File: src/rtl/countdown_timer_ctrl_if.sv
// countdown_timer_ctrl_if
//   Groups the pin-side signals of the two-digit countdown timer controller.
//   slave  : controller view (buttons/switches in, digits/segments/status out)
//   master : board-top / bench view (drives buttons/switches, observes outputs)
//   btn1     start/pause button, active-low
//   btn0     clear button, active-low
//   sw20     preset select, preset = (sw20+1)*10 s
//   dig_tens BCD tens digit,  dig_ones BCD ones digit
//   seg1     tens display {g,f,e,d,c,b,a} active-low, seg0 ones display
//   running  high in RUN, done high in DONE, tick one-cycle step pulse in RUN
interface countdown_timer_ctrl_if;
  logic       btn1;
  logic       btn0;
  logic [2:0] sw20;
  logic [3:0] dig_tens;
  logic [3:0] dig_ones;
  logic [6:0] seg1;
  logic [6:0] seg0;
  logic       running;
  logic       done;
  logic       tick;

  modport slave (
    input  btn1, btn0, sw20,
    output dig_tens, dig_ones, seg1, seg0, running, done, tick
  );

  modport master (
    output btn1, btn0, sw20,
    input  dig_tens, dig_ones, seg1, seg0, running, done, tick
  );
endinterface

File: src/rtl/countdown_timer_ctrl.sv
// countdown_timer_ctrl
//   Two-digit BCD countdown timer controller: synchronizes and debounces the
//   start (btn1) and clear (btn0) buttons, loads a preset from sw20, runs the
//   seconds prescaler and sequences IDLE/RUN/PAUSE/DONE, driving both digits
//   and their seven-segment patterns.
// Ports:
//   clk  system clock
//   rst  synchronous active-high reset
//   io   countdown_timer_ctrl_if.slave (btn1, btn0, sw20 in;
//        dig_tens, dig_ones, seg1, seg0, running, done, tick out)
// Parameters:
//   TICK_DIV    clk cycles per countdown step (>= 2)
//   DEB_CYCLES  stable synchronized samples needed to accept a level change (>= 1)
// Build option:
//   BLINK_DONE_EN  when defined, the displays blink in DONE (prescaler keeps
//                  running, each wrap toggles a blank flag).
module countdown_timer_ctrl #(
  parameter int unsigned TICK_DIV   = 50_000_000,
  parameter int unsigned DEB_CYCLES = 1_000_000
) (
  input logic                   clk,
  input logic                   rst,
  countdown_timer_ctrl_if.slave io
);

  localparam int unsigned PW = (TICK_DIV > 2) ? $clog2(TICK_DIV) : 1;
  localparam int unsigned DW = $clog2(DEB_CYCLES + 1);
  localparam logic [PW-1:0] PMAX = PW'(TICK_DIV - 1);
  localparam logic [DW-1:0] DMAX = DW'(DEB_CYCLES - 1);

  typedef enum logic [1:0] {IDLE, RUN, PAUSE, DONE} state_t;

  state_t          state, state_n;
  logic [PW-1:0]   pre, pre_n;
  logic [3:0]      tens, ones, tens_n, ones_n, dec_t, dec_o;
  logic [6:0]      seg1_q, seg0_q;
  logic            tick_c, blank;

  // index 1 = btn1 (start), index 0 = btn0 (clear); level 1 = released
  logic [1:0]      sync1, sync2, deb, ev;
  logic [DW-1:0]   cnt [2];
  logic            start_ev, clr_ev;

`ifdef BLINK_DONE_EN
  logic            blink, blink_n;
`endif

  function automatic logic [6:0] seg7(input logic [3:0] d);
    case (d)
      4'd0:    seg7 = 7'b1000000;
      4'd1:    seg7 = 7'b1111001;
      4'd2:    seg7 = 7'b0100100;
      4'd3:    seg7 = 7'b0110000;
      4'd4:    seg7 = 7'b0011001;
      4'd5:    seg7 = 7'b0010010;
      4'd6:    seg7 = 7'b0000010;
      4'd7:    seg7 = 7'b1111000;
      4'd8:    seg7 = 7'b0000000;
      4'd9:    seg7 = 7'b0010000;
      default: seg7 = 7'b1111111;
    endcase
  endfunction

  // The press event is registered together with the debounced level change,
  // so it is high in the cycle after the DEB_CYCLES-th differing sample.
  always_ff @(posedge clk) begin
    if (rst) begin
      sync1 <= '1;
      sync2 <= '1;
      deb   <= '1;
      ev    <= '0;
      for (int unsigned i = 0; i < 2; i++) cnt[i] <= '0;
    end else begin
      sync1 <= {io.btn1, io.btn0};
      sync2 <= sync1;
      for (int unsigned i = 0; i < 2; i++) begin
        ev[i] <= 1'b0;
        if (sync2[i] != deb[i]) begin
          if (cnt[i] == DMAX) begin
            deb[i] <= sync2[i];
            cnt[i] <= '0;
            ev[i]  <= deb[i];  // only released->pressed produces an event
          end else begin
            cnt[i] <= cnt[i] + 1'b1;
          end
        end else begin
          cnt[i] <= '0;
        end
      end
    end
  end

  assign start_ev = ev[1];
  assign clr_ev   = ev[0];

  always_comb begin
    state_n = state;
    pre_n   = pre;
    tens_n  = tens;
    ones_n  = ones;
    tick_c  = (state == RUN) && (pre == PMAX);

    if (ones == 4'd0) begin
      dec_o = 4'd9;
      dec_t = tens - 4'd1;
    end else begin
      dec_o = ones - 4'd1;
      dec_t = tens;
    end

    case (state)
      IDLE:  if (!clr_ev && start_ev) state_n = RUN;
      RUN: begin
        if (clr_ev)                                        state_n = IDLE;
        else if (tick_c && dec_t == 4'd0 && dec_o == 4'd0) state_n = DONE;
        else if (start_ev)                                 state_n = PAUSE;
      end
      PAUSE: begin
        if (clr_ev)        state_n = IDLE;
        else if (start_ev) state_n = RUN;
      end
      DONE:  if (clr_ev || start_ev) state_n = IDLE;
      default: state_n = IDLE;
    endcase

    if (state == RUN) pre_n = tick_c ? '0 : pre + 1'b1;
`ifdef BLINK_DONE_EN
    else if (state == DONE) pre_n = (pre == PMAX) ? '0 : pre + 1'b1;
`endif
    if (state == IDLE && state_n == RUN) pre_n = '0;

    // Loading on the transition edge lets the preset override a same-cycle decrement.
    if (state_n == IDLE) begin
      tens_n = {1'b0, io.sw20} + 4'd1;
      ones_n = 4'd0;
    end else if (tick_c) begin
      tens_n = dec_t;
      ones_n = dec_o;
    end

`ifdef BLINK_DONE_EN
    blink_n = blink;
    if (state_n != DONE)                      blink_n = 1'b0;
    else if (state == DONE && pre == PMAX)    blink_n = ~blink;
    blank = blink_n;
`else
    blank = 1'b0;
`endif
  end

  always_ff @(posedge clk) begin
    if (rst) begin
      state  <= IDLE;
      pre    <= '0;
      tens   <= '0;
      ones   <= '0;
      seg1_q <= 7'b1000000;
      seg0_q <= 7'b1000000;
`ifdef BLINK_DONE_EN
      blink  <= 1'b0;
`endif
    end else begin
      state  <= state_n;
      pre    <= pre_n;
      tens   <= tens_n;
      ones   <= ones_n;
      seg1_q <= blank ? '1 : seg7(tens_n);
      seg0_q <= blank ? '1 : seg7(ones_n);
`ifdef BLINK_DONE_EN
      blink  <= blink_n;
`endif
    end
  end

  assign io.dig_tens = tens;
  assign io.dig_ones = ones;
  assign io.seg1     = seg1_q;
  assign io.seg0     = seg0_q;
  assign io.running  = (state == RUN);
  assign io.done     = (state == DONE);
  assign io.tick     = tick_c;

endmodule

File: src/flat_wrapper.sv
// flat-port wrapper written by rule: the top's interface ports become plain ports
module countdown_timer_ctrl_flat 
#(
  parameter int unsigned TICK_DIV   = 50_000_000,
  parameter int unsigned DEB_CYCLES = 1_000_000
)
  (clk, rst, io_btn1, io_btn0, io_sw20, io_dig_tens, io_dig_ones, io_seg1, io_seg0, io_running, io_done, io_tick);
  countdown_timer_ctrl_if io_i ();
  input logic clk;
  input logic rst;
  input wire logic [$bits(io_i.btn1)-1:0] io_btn1;
  input wire logic [$bits(io_i.btn0)-1:0] io_btn0;
  input wire logic [$bits(io_i.sw20)-1:0] io_sw20;
  output wire logic [$bits(io_i.dig_tens)-1:0] io_dig_tens;
  output wire logic [$bits(io_i.dig_ones)-1:0] io_dig_ones;
  output wire logic [$bits(io_i.seg1)-1:0] io_seg1;
  output wire logic [$bits(io_i.seg0)-1:0] io_seg0;
  output wire logic [$bits(io_i.running)-1:0] io_running;
  output wire logic [$bits(io_i.done)-1:0] io_done;
  output wire logic [$bits(io_i.tick)-1:0] io_tick;
  assign io_i.btn1 = io_btn1;
  assign io_i.btn0 = io_btn0;
  assign io_i.sw20 = io_sw20;
  assign io_dig_tens = io_i.dig_tens;
  assign io_dig_ones = io_i.dig_ones;
  assign io_seg1 = io_i.seg1;
  assign io_seg0 = io_i.seg0;
  assign io_running = io_i.running;
  assign io_done = io_i.done;
  assign io_tick = io_i.tick;
  countdown_timer_ctrl #(.TICK_DIV(TICK_DIV), .DEB_CYCLES(DEB_CYCLES)) u_core (.clk(clk), .rst(rst), .io(io_i));
endmodule
File: config.mk
export PLATFORM = sky130hd
export DESIGN_NAME = countdown_timer_ctrl_flat
export DESIGN_NICKNAME = d
export VERILOG_FILES = /design/src/rtl/countdown_timer_ctrl_if.sv /design/src/rtl/countdown_timer_ctrl.sv /design/src/flat_wrapper.sv
export SDC_FILE = /design/constraint.sdc
export NUM_CORES = 1
export LEC_CHECK = 0
export CELL_PAD_IN_SITES_DETAIL_PLACEMENT = 0
export CELL_PAD_IN_SITES_GLOBAL_PLACEMENT = 1
export CORE_MARGIN = 3
export CORE_UTILIZATION = 47
export DETAILED_ROUTE_END_ITERATION = 16
export PLACE_DENSITY = 0.81
export SYNTH_ARGS = -nofsm -noshare
export SYNTH_HDL_FRONTEND = slang
export SYNTH_SLANG_ARGS = --single-unit
File: constraint.sdc
create_clock -name clk -period 3.7 [get_ports clk]
set_input_delay 0.74 -clock clk [delete_from_list [all_inputs] [get_ports clk]]
set_output_delay 0.74 -clock clk [all_outputs]
set_load 0.03 [all_outputs]
==> results.txt <==
The run finished with clean final reports. The antenna diode instance count came out at 0. The most critical setup path has its endpoint at io_tick. The area of the die came out at around 0.013 mm^2. The critical path arrival came out at roughly 2.6 ns. For this run, the leading register cell type out of synthesis is dfxtp_1.

The clock transition at the registers of the reported paths came out at 0.07 ns. The later pin in the worst-skew pair is clocked with a latency of 0.35 ns. At the end of routability-driven placement, the weighted congestion stood at 0.875. The final-layout worst hold slack came out at approximately 0.41 ns.

The routed via count divided by cell count is about 5.3. For this run, the detailed router's first-pass iteration total came to 5. The clock arrives with a little over 0.008 ns of skew. The H-tree level count came out at 3. The via count of the first global-routing pass came out at roughly 4,000. The required time reported for the critical path endpoint is 2.96 ns. In this run the worst setup path begins at u_core.pre[19]. The analysis attributes to cell leakage a power of about 2.2 nW. The initial standard-cell utilization of the core is 0.487. Setup repair after global routing left no endpoint under its margin. The largest total area in the synthesized netlist belongs to edfxtp_1.

The worst register-to-register path has a setup slack of 0.64 ns. Along the worst hold path, the cell count comes to 1. For met2 alone, demand over resource in global routing was 0.286. The count of max-cap constraint violations came out at 0. The top achievable clock speed came out at 303 MHz.

The power share of the clock group came out at 0.393. The die span in x came out at 113 um. The total global routing track utilization came out at 0.180. The largest net degree at the start of global routing came out at 25. IR analysis of the VDD net gives a maximum drop of 0.000215 V. The portion of total power attributed to combinational logic is 0.072.

The tightest min-delay check is of the reg -> reg type. The tree is rooted in a clkbuf_16. The flop and latch count out of synthesis is 98.

Adding up every negative setup slack in the final design gives 0 ns. The first-pass GRT wire length is 18,700 um. The signal on the critical path passes through and4_1 -> and2_1 -> nand3_1 -> inv_2 -> clkdlybuf4s50_1. The async set or reset register ratio after synthesis came out at 0.

The sequential fraction of design power is 0.535. The number of warnings printed during yosys synthesis is 0. For this run, global-route usage on met3 was measured as 0.0323. OpenSTA, run right after detailed placement, puts the worst setup slack at about 0.47 ns. The filler cells instantiated in the layout total between 1,000 and 1,500.

The worst stage delay on the critical path is 0.70 ns. The top cell types in the final layout, fill and taps aside, are nor2_1, dfxtp_1, edfxtp_1, conb_1, xor2_1. The overall power consumption is approximately 2.2 mW. Dividing the detail-routed wire length by the instance count gives approximately 14 um. The area occupied by multi-input gates is 0.00296 mm^2. The post-cts hold buffer count is 0. The total congestion overflow after global routing came out at 0. The met1 capacity usage during global routing came out at 0.237.

The total CTS buffers came out at 9. The endpoint of the worst register-to-register path is u_core.io.seg1[4]. The post-route worst setup slack is between 0.3 and 0.4 ns. The post-layout minimum cycle time is around 3.3 ns. The routed layout has 4,163 vias. The total half-perimeter wirelength after legalization and detailed placement came out at 7830 um. The I/O pin count is 32. The post-synthesis area per instance is 9.35 um^2. The number of buffers added for setup after CTS came out at 0. Input and output buffers added on the ports amount to 31.

The actual slew at the worst max-slew pin is between 0.9 and 1 ns. The internal power of the cells totals roughly 1.7 mW. The largest buffer count on any clock path is 2. The unique cell type count in the Yosys netlist is 67.

The analysis attributes to net switching a power of approximately 540 uW. The most used routing layer is met2. The initialized floorplan defines 38 standard-cell rows. The most common cell after layout, fill and taps aside is nor2_1. STA classifies the critical path endpoint as an output port.

The core outline area came out at between 0.01 and 0.015 mm^2. The number of endpoints with negative hold slack in the final report is 0. The period utilization is 0.892. The initial antenna violation count was 0.

The number of DRC violations after detailed-routing iteration 0 is 226. For this run, design rule violations remaining after detail routing come to 0. The number of max-slew violations in the final report is 0. The total power divided by cell area came out at around 360 mW/mm^2.

The remaining antenna violation count after routing is 0. The critical path is of the reg -> out type. The number of nets at the end of the flow is 662.

The slowest stage of the critical path belongs to the cell clkdlybuf4s50_1. In the post-synthesis netlist, the biggest area contributors are edfxtp_1, dfxtp_1, nor2_1. The share of synthesized area in the top cell type comes to 0.225. The sequential share of the synthesized area came out at 0.442. TritonCTS built the clock tree. The worst setup path is launched from a register. Headroom to the max-slew limit came out at 0.382.

The mapped netlist covers approximately 0.0053 mm^2. After technology mapping, the gate count stands at approximately 570. The maximum fanout along the worst path came out at 10. The total of endpoints with negative setup slack in the final report is 0. The overall routed net length is ~11,000 um.

The number of clock sinks is 98. The number of flops mapped to enable cells by yosys is 40. The startpoint identified for the worst register-to-register timing path is u_core.io.dig_ones[0]. The number of cells upsized or downsized after cts is 0. The die is 113 um tall. The number of cells traversed by the worst register-to-register path is 12. The share of layout cells above drive strength 1 is 0.0747. The storage element area came out at roughly 0.0024 mm^2. The post-synthesis to final-layout area growth came out at 15.6%. The net switching share of the total power came out at 0.243.
[state kept, by name, summed over array words and instances, names as in the netlist]
| name | count |
|---|---|
| u_core.pre | 26 |
| u_core.cnt | 40 |
| u_core.io.dig_ones | 4 |
| u_core.io.dig_tens | 4 |
| u_core.state | 2 |
| u_core.io.seg1 | 7 |
| u_core.sync2 | 2 |
| u_core.sync1 | 2 |
| u_core.io.seg0 | 7 |
| u_core.deb | 2 |
| u_core.ev | 2 |
[layout make-up]
cell class                      instances  area share
Inverter                               22      0.0134
Clock buffer                            9      0.0364
Timing Repair Buffer                   34      0.0538
Tap cell                              140      0.0283
Multi-Input combinational cell        473       0.479
Sequential cell                        98       0.382
Clock inverter                          7     0.00708
[worst max-delay path: cells and delay by family (launching register included)]
family | cells | cell delay (ns)
simple gates | 3 | 0.92
buf+inv | 2 | 0.89
flops | 1 | 0.40
[per-stage QoR]
| stage | cell area (um^2) | cells | util |
|---|---|---|---|
| finish | 6180 | 783 | 0.563 |
| global route | 6180 | 783 | 0.563 |
| CTS | 6180 | 783 | 0.563 |
| detailed placement | 5910 | 767 | 0.538 |
| global placement | 5910 | 767 | 0.538 |
| floorplan | 5490 | 611 | - |
[how the worst min path moves through the flow]
stage                     from               to  slack, ns
3_3_place_gp   u_core.sync1[1]  u_core.sync2[1]       0.40
5_1_grt        u_core.sync1[0]  u_core.sync2[0]       0.42
6_report       u_core.sync1[0]  u_core.sync2[0]       0.41
4_1_cts        u_core.sync1[0]  u_core.sync2[0]       0.42
2_1_floorplan  u_core.sync1[0]  u_core.sync2[0]       0.39
3_5_place_dp   u_core.sync1[0]  u_core.sync2[0]       0.40
[cell families (layout without fill, tap and decap cells)]
group | count (synthesis) | in the layout | share of synthesized area
AND/OR/NAND/NOR | 274 | 274 | 0.262
adder cells (fa/ha/maj) | 17 | 17 | 0.0398
XOR/XNOR | 66 | 66 | 0.108
other | 1 | 40 | 0.000701
buffers and inverters | 40 | 72 | 0.0321
flip-flops | 98 | 98 | 0.442
multiplexers | 10 | 10 | 0.0201
AO/OA/AOI/OAI | 66 | 66 | 0.0959
[synth_stat cells (2+ instances only)]
library cell,n
a2111oi_0,2
a211oi_1,3
a21bo_2,2
a21o_2,2
a21oi_1,16
a311oi_1,3
a41oi_1,2
and2_1,8
and3_1,13
and4_1,11
and4_2,2
buf_2,3
clkbuf_1,13
dfxtp_1,58
edfxtp_1,40
ha_1,17
inv_1,21
mux2_2,2
mux2i_1,7
nand2_1,35
nand3_1,36
nand4_1,23
nor2_1,104
nor2b_1,3
nor3_1,9
nor4_1,6
nor4b_1,2
o211ai_1,3
o21a_1,2
o21ai_0,9
o311a_1,2
o31ai_1,3
o41ai_1,2
or2_2,7
or3_1,5
xnor2_1,28
xor2_1,38
[power groups by stage]
stage / Clock [mW] / Sequential, mW / Combinational [mW]
6_report: 0.869 / 1.18 / 0.159
5_1_grt: 0.938 / 1.19 / 0.177
4_1_cts: 0.898 / 1.18 / 0.158
3_5_place_dp: 0 / 1.21 / 0.157
3_3_place_gp: 0 / 1.21 / 0.156
2_1_floorplan: 0 / 1.22 / 0.0893
[per-layer routing]
layer | vias to the layer above | wire (um)
met5 | - | 0
met4 | 0 | 307
met3 | 27 | 362
met2 | 68 | 5160
met1 | 1940 | 5120
li1 | 2128 | -
(Power assumes the default switching activity.)
